--- config.mk ---
export PLATFORM = sky130hd
export DESIGN_NAME = scoreboard
export DESIGN_NICKNAME = d
export VERILOG_FILES = /design/src/rtl/scoreboard.sv
export SDC_FILE = /design/constraint.sdc
export NUM_CORES = 1
export LEC_CHECK = 0
export ABC_CLOCK_PERIOD_IN_PS = 2300
export CAP_MARGIN = 15
export CORE_AREA = 2 2 39 41
export DETAILED_ROUTE_END_ITERATION = 7
export DIE_AREA = 0 0 41 43
export HOLD_SLACK_MARGIN = 0.08
export PLACE_DENSITY_LB_ADDON = 0.25
export SLEW_MARGIN = 15
export SYNTH_ARGS = -nofsm -noshare
export SYNTH_HDL_FRONTEND = slang
export SYNTH_SLANG_ARGS = --single-unit
--- constraint.sdc ---
create_clock -name clk -period 2.3 [get_ports clk]
set_input_delay 0.345 -clock clk [delete_from_list [all_inputs] [get_ports clk]]
set_output_delay 0.345 -clock clk [all_outputs]
set_load 0.05 [all_outputs]
--- src/rtl/scoreboard.sv ---
// Seven-segment glyph renderer for one 8x8 score cell: maps (score, x, y) to a
// registered RGB pixel, one cycle after sampling.
module scoreboard #(
  parameter logic [2:0] FG_COLOR = 3'b111,
  parameter logic [2:0] BG_COLOR = 3'b000
) (
  input  logic       clk,
  input  logic       rst,
  input  logic [3:0] score,
  input  logic [2:0] x,
  input  logic [2:0] y,
  output logic [2:0] dout
);

  // segment vector bit order: {g,f,e,d,c,b,a}
  logic [6:0] seg_en;
  logic [6:0] seg_hit;
  logic       hspan, vtop, vbot, lit;

  always_comb begin
    seg_en = 7'b000_0000;
    case (score)
      4'd0: seg_en = 7'b011_1111;
      4'd1: seg_en = 7'b000_0110;
      4'd2: seg_en = 7'b101_1011;
      4'd3: seg_en = 7'b100_1111;
      4'd4: seg_en = 7'b110_0110;
      4'd5: seg_en = 7'b110_1101;
      4'd6: seg_en = 7'b111_1101;
      4'd7: seg_en = 7'b000_0111;
      4'd8: seg_en = 7'b111_1111;
      4'd9: seg_en = 7'b110_1111;
      default: seg_en = 7'b000_0000;
    endcase
  end

  // Vertical segments share row 3 with the middle bar, so the upper and lower
  // halves overlap at y==3.
  assign hspan = (x >= 3'd1) && (x <= 3'd6);
  assign vtop  = (y <= 3'd3);
  assign vbot  = (y >= 3'd3) && (y <= 3'd6);

  always_comb begin
    seg_hit    = 7'b000_0000;
    seg_hit[0] = (y == 3'd0) && hspan;
    seg_hit[1] = (x == 3'd6) && vtop;
    seg_hit[2] = (x == 3'd6) && vbot;
    seg_hit[3] = (y == 3'd6) && hspan;
    seg_hit[4] = (x == 3'd1) && vbot;
    seg_hit[5] = (x == 3'd1) && vtop;
    seg_hit[6] = (y == 3'd3) && hspan;
  end

  assign lit = |(seg_en & seg_hit);

  always_ff @(posedge clk) begin
    if (rst) dout <= BG_COLOR;
    else     dout <= lit ? FG_COLOR : BG_COLOR;
  end

endmodule

---- Word level (Yosys, flattened, before mapping) ----
Memories as Yosys holds them, arrays and structs flattened.
Index checks and enable logic that the tools add are counted.
storage, ports and cells
  register bits ........................... 3
  ROM bits ................................ 112
  input bits .............................. 12
  output and inout bits ................... 3
  logic and storage cells ................. 24
  memories kept ........................... 1
operators by class
  order comparisons ....................... 5
  equal/unequal tests ..................... 4
  mux-type cells .......................... 1
  bitwise logic cells ..................... 1
  reduce and logical (&&, ||, !) cells .... 11
memory list
  memory           words  width  rd ports  clocked after Yosys merged registers in  wr ports  line  RTL
  (no name shown)  16     7      1         0                                        0         22    case (score)
operators by type and width
  operator            count
  $logic_and 1x1->1   9
  $and 7x7->7         1
  $reduce_or 7->1     1
  $eq 3x3->1 const B  2
  $le 3x3->1 const B  2
  $eq 3x1->1 const B  1
  $eq 3x2->1 const B  1
  $ge 3x1->1 const B  1
  $ge 3x2->1 const B  1
  $le 3x2->1 const B  1
  $logic_not 3->1     1
  $mux 3              1

---- Logic depth before layout (Yosys ltp) ----
Gate-level depths: netlist of the first run.
  depth after elaboration ................. 6
  mapped depth ............................ 7
  depth with buffers taken out ............ 7

---- Worst setup path after synthesis of the first run ----
OpenSTA, ideal clock, no wires.
  path kind ............................... in2reg
  from .................................... in score[1]
  to ...................................... reg dout[1]
  library setup time ...................... 0.058 ns
  arrival time ............................ 1.477 ns
  required time ........................... 2.242 ns
  slack ................................... 0.765 ns
  stages .................................. 7
  path buffers ............................ 0
  cells stage by stage .................... inv_1 -> ha_1 -> or2_1 -> a21oi_2 -> o21ai_2 -> a2111oi_4 -> a211o_1
on the way
  word-level cells in the longest chain between the ends .. 4
ends and longest elaborated chain
  what                  line  RTL
  start, declared       9     input logic [3:0] score,
  $mem_v2 16x7          --
  $and 7x7->7           54    assign lit = |(seg_en & seg_hit);
  $reduce_or 7->1       54
  $mux 3                58    else dout <= lit ? FG_COLOR : BG_COLOR;
  end signal, assigned  58
  end, declared         12    output logic [2:0] dout
Every way passes these cells.
A chain may end at the register's enable or synchronous reset.

---- Worst setup path in the final report of the first run ----
Ends and elaborated chain as after synthesis.

==> implementation parameters, run 1 <==
Parameter                              Value

GRT
  Global routing met2 resource utilization ... 0.175
  GRT Overall Usage ... 0.0969
  First-pass GRT wire length ... 1300 um
  Vias in the first global route ... 332
  Met3 layer usage reported by global route ... 0
  Met1 usage in global routing ... 0.130
  Maximum number of pins on one net before global-route repair ... 9
  Initial antenna violation count ... 0
  Total global routing overflow ... 0
  Peak-usage layer in the global routing report ... met2

Finish
  Largest register by flop count ... dout
  Signed area change from the synthesized netlist to the final layout ... 42.5%
  Net count reported at finish ... 80
  Fraction of final layout cells with drive strength greater than 1 ... 0.0833
  Registers with the most flip-flops ... dout x1
  Max FFs per register ... 1
  Number of antenna repair diodes ... 0

Critical path
  Kind of end point of the critical path ... register
  Type of origin of the critical path ... input port
  Data required time at the worst endpoint ... 2.24 ns
  Crit path kind ... input port to register
  WP data arrival ... 2.05 ns
  Largest fanout on the critical path ... 3

Yosys
  Fraction of the mapped netlist area in simple logic gates ... 0.250
  Main combinational cell family by area after synthesis ... compound AO/OA/AOI/OAI gates
  Portion of netlist area occupied by mux cells ... 0
  Number of flip-flops and latches in the synthesized netlist ... 1
  Number of library cell types mapped by synthesis ... 29
  Syn Area/Cell ... 7.77 um^2
  Yosys synthesis warning count ... 0
  Synth Area in XOR/XNOR ... 0.0479
  Compound-cell area share of the yosys netlist ... 0.336
  Synthesized net count ... 65
  Post-synthesis cell area ... 365 um^2
  Cell count after synthesis ... 47
  Seq/Total Area, Yosys ... 0.0548
  Post-Synth Adder-Cell Area ... 0.205

Routing
  Routed length per instance ... 9.84 um
  Vias per cell ... 4.64
  Iteration count of the initial detailed-routing pass ... 4
  Starting DRT DRC Count ... 2
  Drt total wl ... 748 um
  Number of design rule violations left after detail routing ... 0
  Total via count after detailed routing ... 353
  Remaining antenna violation count ... 0

Floorplanning
  Core box area ... 1380 um^2
  Die W ... 41 um
  Number of ports placed on the die boundary ... 15
  Standard-cell rows ... 14
  Starting utilization of the core area ... 0.264
  Die height ... 43 um
  Die area ... 1760 um^2

STA
  Slew @ Worst Pin ... 0.493 ns
  Max transition margin ... 0.670
  Clock period minus worst slack ... 2.11 ns
  Setup Viol. Count Final ... 0
  Accumulated negative setup slack ... 0 ns
  Period utilisation layout ... 0.916
  Fmax ... 475 MHz
  Slew Viols, Final ... 0
  Final Hold Fails ... 0
  RSZ-0062 raised after global routing ... no

Clock network
  Hold bufs inserted after CTS ... 0
  Clock slew at reported path FFs ... 0 ns
  Cts repair resizes ... 0
  Number of setup buffers added after CTS ... 0

Hold path
  Hold depth ... 3
  Hold-critical path endpoint ... dout[1]$_SDFF_PP0_
  Worst Hold Class ... input port to register
  Min-Delay Startpoint ... rst

Power
  Max rail drop VDD ... 0.0707 mV
  Leakage dissipation ... 0.215 nW
  Power per cell area ... 208 nW/um^2
  Overall power consumption ... 108 uW

Place
  Weighted congestion reported at the end of routability-driven placement ... 0.697
  Buffers on Ports ... 14

Outcome
  Result of the run ... completed

Job
  Number of maximum-capacitance violations ... 0
cells by family after synthesis:
family                   Yosys count
flip-flops                         1
AND/OR/NAND/NOR                   16
buffers and inverters              8
AO/OA/AOI/OAI                     14
XOR/XNOR                           2
adder cells (fa/ha/maj)            6
where the power goes:
part	internal, mW	switching [mW]
Combinational	0.0426	0.0460
Sequential	0.0190	0.000845
Clock	0	0
Total	0.0616	0.0468
critical path: stages:
cell             delay [ns]
clkdlybuf4s50_1        0.47
inv_1                  0.07
ha_1                   0.17
or2_1                  0.23
a21oi_2                0.17
o21ai_2                0.10
a2111oi_4              0.34
a211o_1                0.14
synthesized netlist by cell type, drive strengths merged:
cell type / instances / share of area
a2111oi: 1 / 0.075
a211o: 1 / 0.024
a211oi: 1 / 0.021
a21o: 1 / 0.021
a21oi: 2 / 0.038
a22o: 1 / 0.024
a2bb2oi: 1 / 0.024
a31oi: 1 / 0.017
buf: 3 / 0.055
dfxtp: 1 / 0.055
ha: 6 / 0.21
inv: 5 / 0.051
nand2: 2 / 0.021
nand2b: 3 / 0.051
nand3: 2 / 0.027
nand3b: 1 / 0.021
nand4b: 1 / 0.024
nor2: 3 / 0.031
nor3b: 2 / 0.041
o21ai: 3 / 0.051
o22ai: 1 / 0.017
o32ai: 1 / 0.024
or2: 1 / 0.017
or3: 1 / 0.017
xnor2: 1 / 0.024
xor2: 1 / 0.024
through the flow:
stage	setup slack (ns)	utilization	hold WS, ns	std cells	instance area (um^2)
floorplan	0.765	-	0.502	47	365
global placement	0.195	0.376	1.05	76	520
detailed placement	0.175	0.376	1.05	76	520
CTS	0.177	0.376	1.06	76	520
global route	0.0694	0.376	1.08	76	520
finish	0.194	0.376	1.05	76	520
layer usage:
metal	up-vias	wire length [um]
li1	193	-
met1	151	345
met2	9	367
met3	0	35
met4	0	0
met5	-	0
how the worst max path moves through the flow:
stage             start  slack (ns)  depth (start not counted)            endpoint
2_1_floorplan  score[1]        0.77                          7  dout[1]$_SDFF_PP0_
3_3_place_gp   score[1]        0.19                          8  dout[1]$_SDFF_PP0_
3_5_place_dp   score[1]        0.17                          8  dout[1]$_SDFF_PP0_
4_1_cts        score[1]        0.18                          8  dout[1]$_SDFF_PP0_
5_1_grt        score[1]        0.07                          8  dout[1]$_SDFF_PP0_
6_report       score[1]        0.19                          8  dout[1]$_SDFF_PP0_
cells in the final DEF, fill, tap and decap left out, drive strengths merged, types with 2 or more instances in the layout:
master         netlist  routed
nand3                2       2
buf                  3       2
inv                  5       5
o21ai                3       3
a21oi                2       2
clkdlybuf4s50        0      14
nor2                 3       3
ha                   6       6
nor3b                2       2
nand2                2       2
nand2b               3       3
final cells by class:
class | instances | area (um^2)
multi-input cells | 38 | 307
fillers | 150 | 863
inverters | 5 | 18.8
flip-flops and latches | 1 | 20.0
repair buffers | 16 | 155
well taps | 16 | 20.0
(Power assumes the default switching activity.)
==> run 2, diff against run 1 <==
--- a/config.mk
+++ b/config.mk
@@ -10,7 +10,6 @@
 export CORE_AREA = 2 2 39 41
 export DETAILED_ROUTE_END_ITERATION = 7
 export DIE_AREA = 0 0 41 43
-export HOLD_SLACK_MARGIN = 0.08
 export PLACE_DENSITY_LB_ADDON = 0.25
 export SLEW_MARGIN = 15
 export SYNTH_ARGS = -nofsm -noshare
==> results of run 2 <==
No change in the layout: final DEF, timing and power equal those of run 1.
==> run 3, diff against run 2 <==
--- a/config.mk
+++ b/config.mk
@@ -10,7 +10,7 @@
 export CORE_AREA = 2 2 39 41
 export DETAILED_ROUTE_END_ITERATION = 7
 export DIE_AREA = 0 0 41 43
-export PLACE_DENSITY_LB_ADDON = 0.25
+export HOLD_SLACK_MARGIN = 0.15
 export SLEW_MARGIN = 15
 export SYNTH_ARGS = -nofsm -noshare
 export SYNTH_HDL_FRONTEND = slang
==> implementation parameters, run 3 (synthesis results as in run 1) <==
Parameter                              Value

Outcome
  Result of the run ... completed

STA
  Period utilisation layout ... 0.911 (-0.00509)
  Slew @ Worst Pin ... 0.488 ns (-0.00450 ns)
  Clock period minus worst slack ... 2.09 ns (-0.0117 ns)
  Post-route setup slack ... 0.206 ns (+0.0117 ns)
  RSZ-0062 raised after global routing ... no
  Max transition margin ... 0.673 (+0.00301)
  Setup Viol. Count Final ... 0 (unchanged)
  Slew Viols, Final ... 0 (unchanged)
  Fmax ... 478 MHz (+0.56%)
  Accumulated negative setup slack ... 0 ns (unchanged)
  Final Hold Fails ... 0 (unchanged)

Routing
  Remaining antenna violation count ... 0 (unchanged)
  Routed length per instance ... 9.16 um (-6.9%)
  Drt total wl ... 687 um (-8.2%)
  Iteration count of the initial detailed-routing pass ... 2 (-2)
  Number of design rule violations left after detail routing ... 0 (unchanged)
  Total via count after detailed routing ... 349 (-1.1%)
  Vias per cell ... 4.65 (+0.19%)
  Starting DRT DRC Count ... 1 (-1)

Finish
  Most frequent cells in the layout ... clkdlybuf4s50_1, ha_1, inv_1
  Number of antenna repair diodes ... 0 (unchanged)
  Post-route insts no fill ... 75 (-1.3%)
  Cell area after layout ... 513 um^2 (-1.4%)
  Registers with the most flip-flops ... dout x1
  Max FFs per register ... 1 (unchanged)
  Most common cell after layout, fill and taps aside ... clkdlybuf4s50_1
  Fraction of final layout cells with drive strength greater than 1 ... 0.0678 (-0.0155)
  Largest register by flop count ... dout
  Layout fillers ... 149 (-0.67%)
  Net count reported at finish ... 79 (-1.3%)
  Signed area change from the synthesized netlist to the final layout ... 40.4%

Place
  Buffers on Ports ... 14 (unchanged)
  Weighted congestion reported at the end of routability-driven placement ... 0.721 (+3.5%)
  Cell count after placement ... 75 (-1.3%)
  Cell area after placement ... 513 um^2 (-1.4%)
  Pre-CTS setup slack ... 0.179 ns (+0.00406 ns)

GRT
  Maximum number of pins on one net before global-route repair ... 10 (+1)
  GRT Overall Usage ... 0.0890 (-0.00790)
  First-pass GRT wire length ... 1210 um (-6.9%)
  Met1 usage in global routing ... 0.111 (-0.0186)
  Met3 layer usage reported by global route ... 0 (unchanged)
  Vias in the first global route ... 325 (-2.1%)
  Peak-usage layer in the global routing report ... met2
  Global routing met2 resource utilization ... 0.169 (-0.00625)
  Initial antenna violation count ... 0 (unchanged)
  Total global routing overflow ... 0 (unchanged)

Critical path
  WP data arrival ... 2.04 ns (about the same)
  Buffers plus inverters on the worst setup path ... 2 (unchanged)
  Type of origin of the critical path ... input port
  Critical path's slowest cell ... clkdlybuf4s50_1
  Kind of cell with the highest combined delay on the critical path ... compound AO/OA/AOI/OAI gates
  Max stage delay on crit path ... 0.47 ns (about the same)
  Instance count on the critical path ... 8 (unchanged)
  Crit path kind ... input port to register
  Data required time at the worst endpoint ... 2.24 ns (about the same)
  Largest fanout on the critical path ... 3 (unchanged)
  Kind of end point of the critical path ... register
  Worst-path cell chain ... clkdlybuf4s50_1, inv_1, ha_1, or2_1, a21oi_2, o21ai_2, a2111oi_4, a211o_1

Floorplanning
  Die W ... 41 um (unchanged)
  Number of ports placed on the die boundary ... 15 (unchanged)
  Standard-cell rows ... 14 (unchanged)
  Core box area ... 1380 um^2 (unchanged)
  Die area ... 1760 um^2 (unchanged)
  Die height ... 43 um (unchanged)
  Starting utilization of the core area ... 0.264 (unchanged)

Power
  Leakage dissipation ... 0.211 nW (-2.2%)
  Power per cell area ... 207 nW/um^2 (-0.45%)
  Max rail drop VDD ... 0.0598 mV (-15%)

Clock network
  Cts repair resizes ... 0 (unchanged)
  Number of setup buffers added after CTS ... 0 (unchanged)
  Hold bufs inserted after CTS ... 0 (unchanged)
  Clock slew at reported path FFs ... 0 ns (unchanged)

Hold path
  Hold depth ... 3 (unchanged)
  Worst Hold Class ... input port to register

Job
  Number of maximum-capacitance violations ... 0 (unchanged)
-- run 3: final timing paths --
path | from | end | slack, ns
max | score[1] | dout[1]$_SDFF_PP0_ | 0.21
min | rst | dout[1]$_SDFF_PP0_ | 1.05
-- run 3: through the flow --
| step | power, mW | hold WS (ns) | utilization |
|---|---|---|---|
| after floorplan | 0.0706 | 0.502 | - |
| after global placement | 0.107 | 1.04 | 0.371 |
| after detailed placement | 0.107 | 1.05 | 0.371 |
| after CTS | 0.107 | 1.06 | 0.371 |
| after global routing | 0.116 | 1.10 | 0.371 |
| final | 0.106 | 1.05 | 0.371 |
-- run 3: power breakdown --
part / leakage, nW / switching (mW) / internal, mW
Combinational: 0.202 / 0.0451 / 0.0415
Clock: 0 / 0 / 0
Sequential: 0.00818 / 0.000765 / 0.0190
-- run 3: layout make-up --
cell class,count,area [um^2],area share
Multi-Input combinational cell,38,307,0.598
Timing Repair Buffer,15,148,0.288
Sequential cell,1,20.0,0.0390
Tap cell,16,20.0,0.0390
Inverter,5,18.8,0.0366
-- run 3: metal layers --
layer,vias up,part of all wire,wire (um)
met4,0,0,0
met1,149,0.46,319
met3,0,0.047,32
li1,191,-,-
met5,-,0,0
met2,9,0.49,335
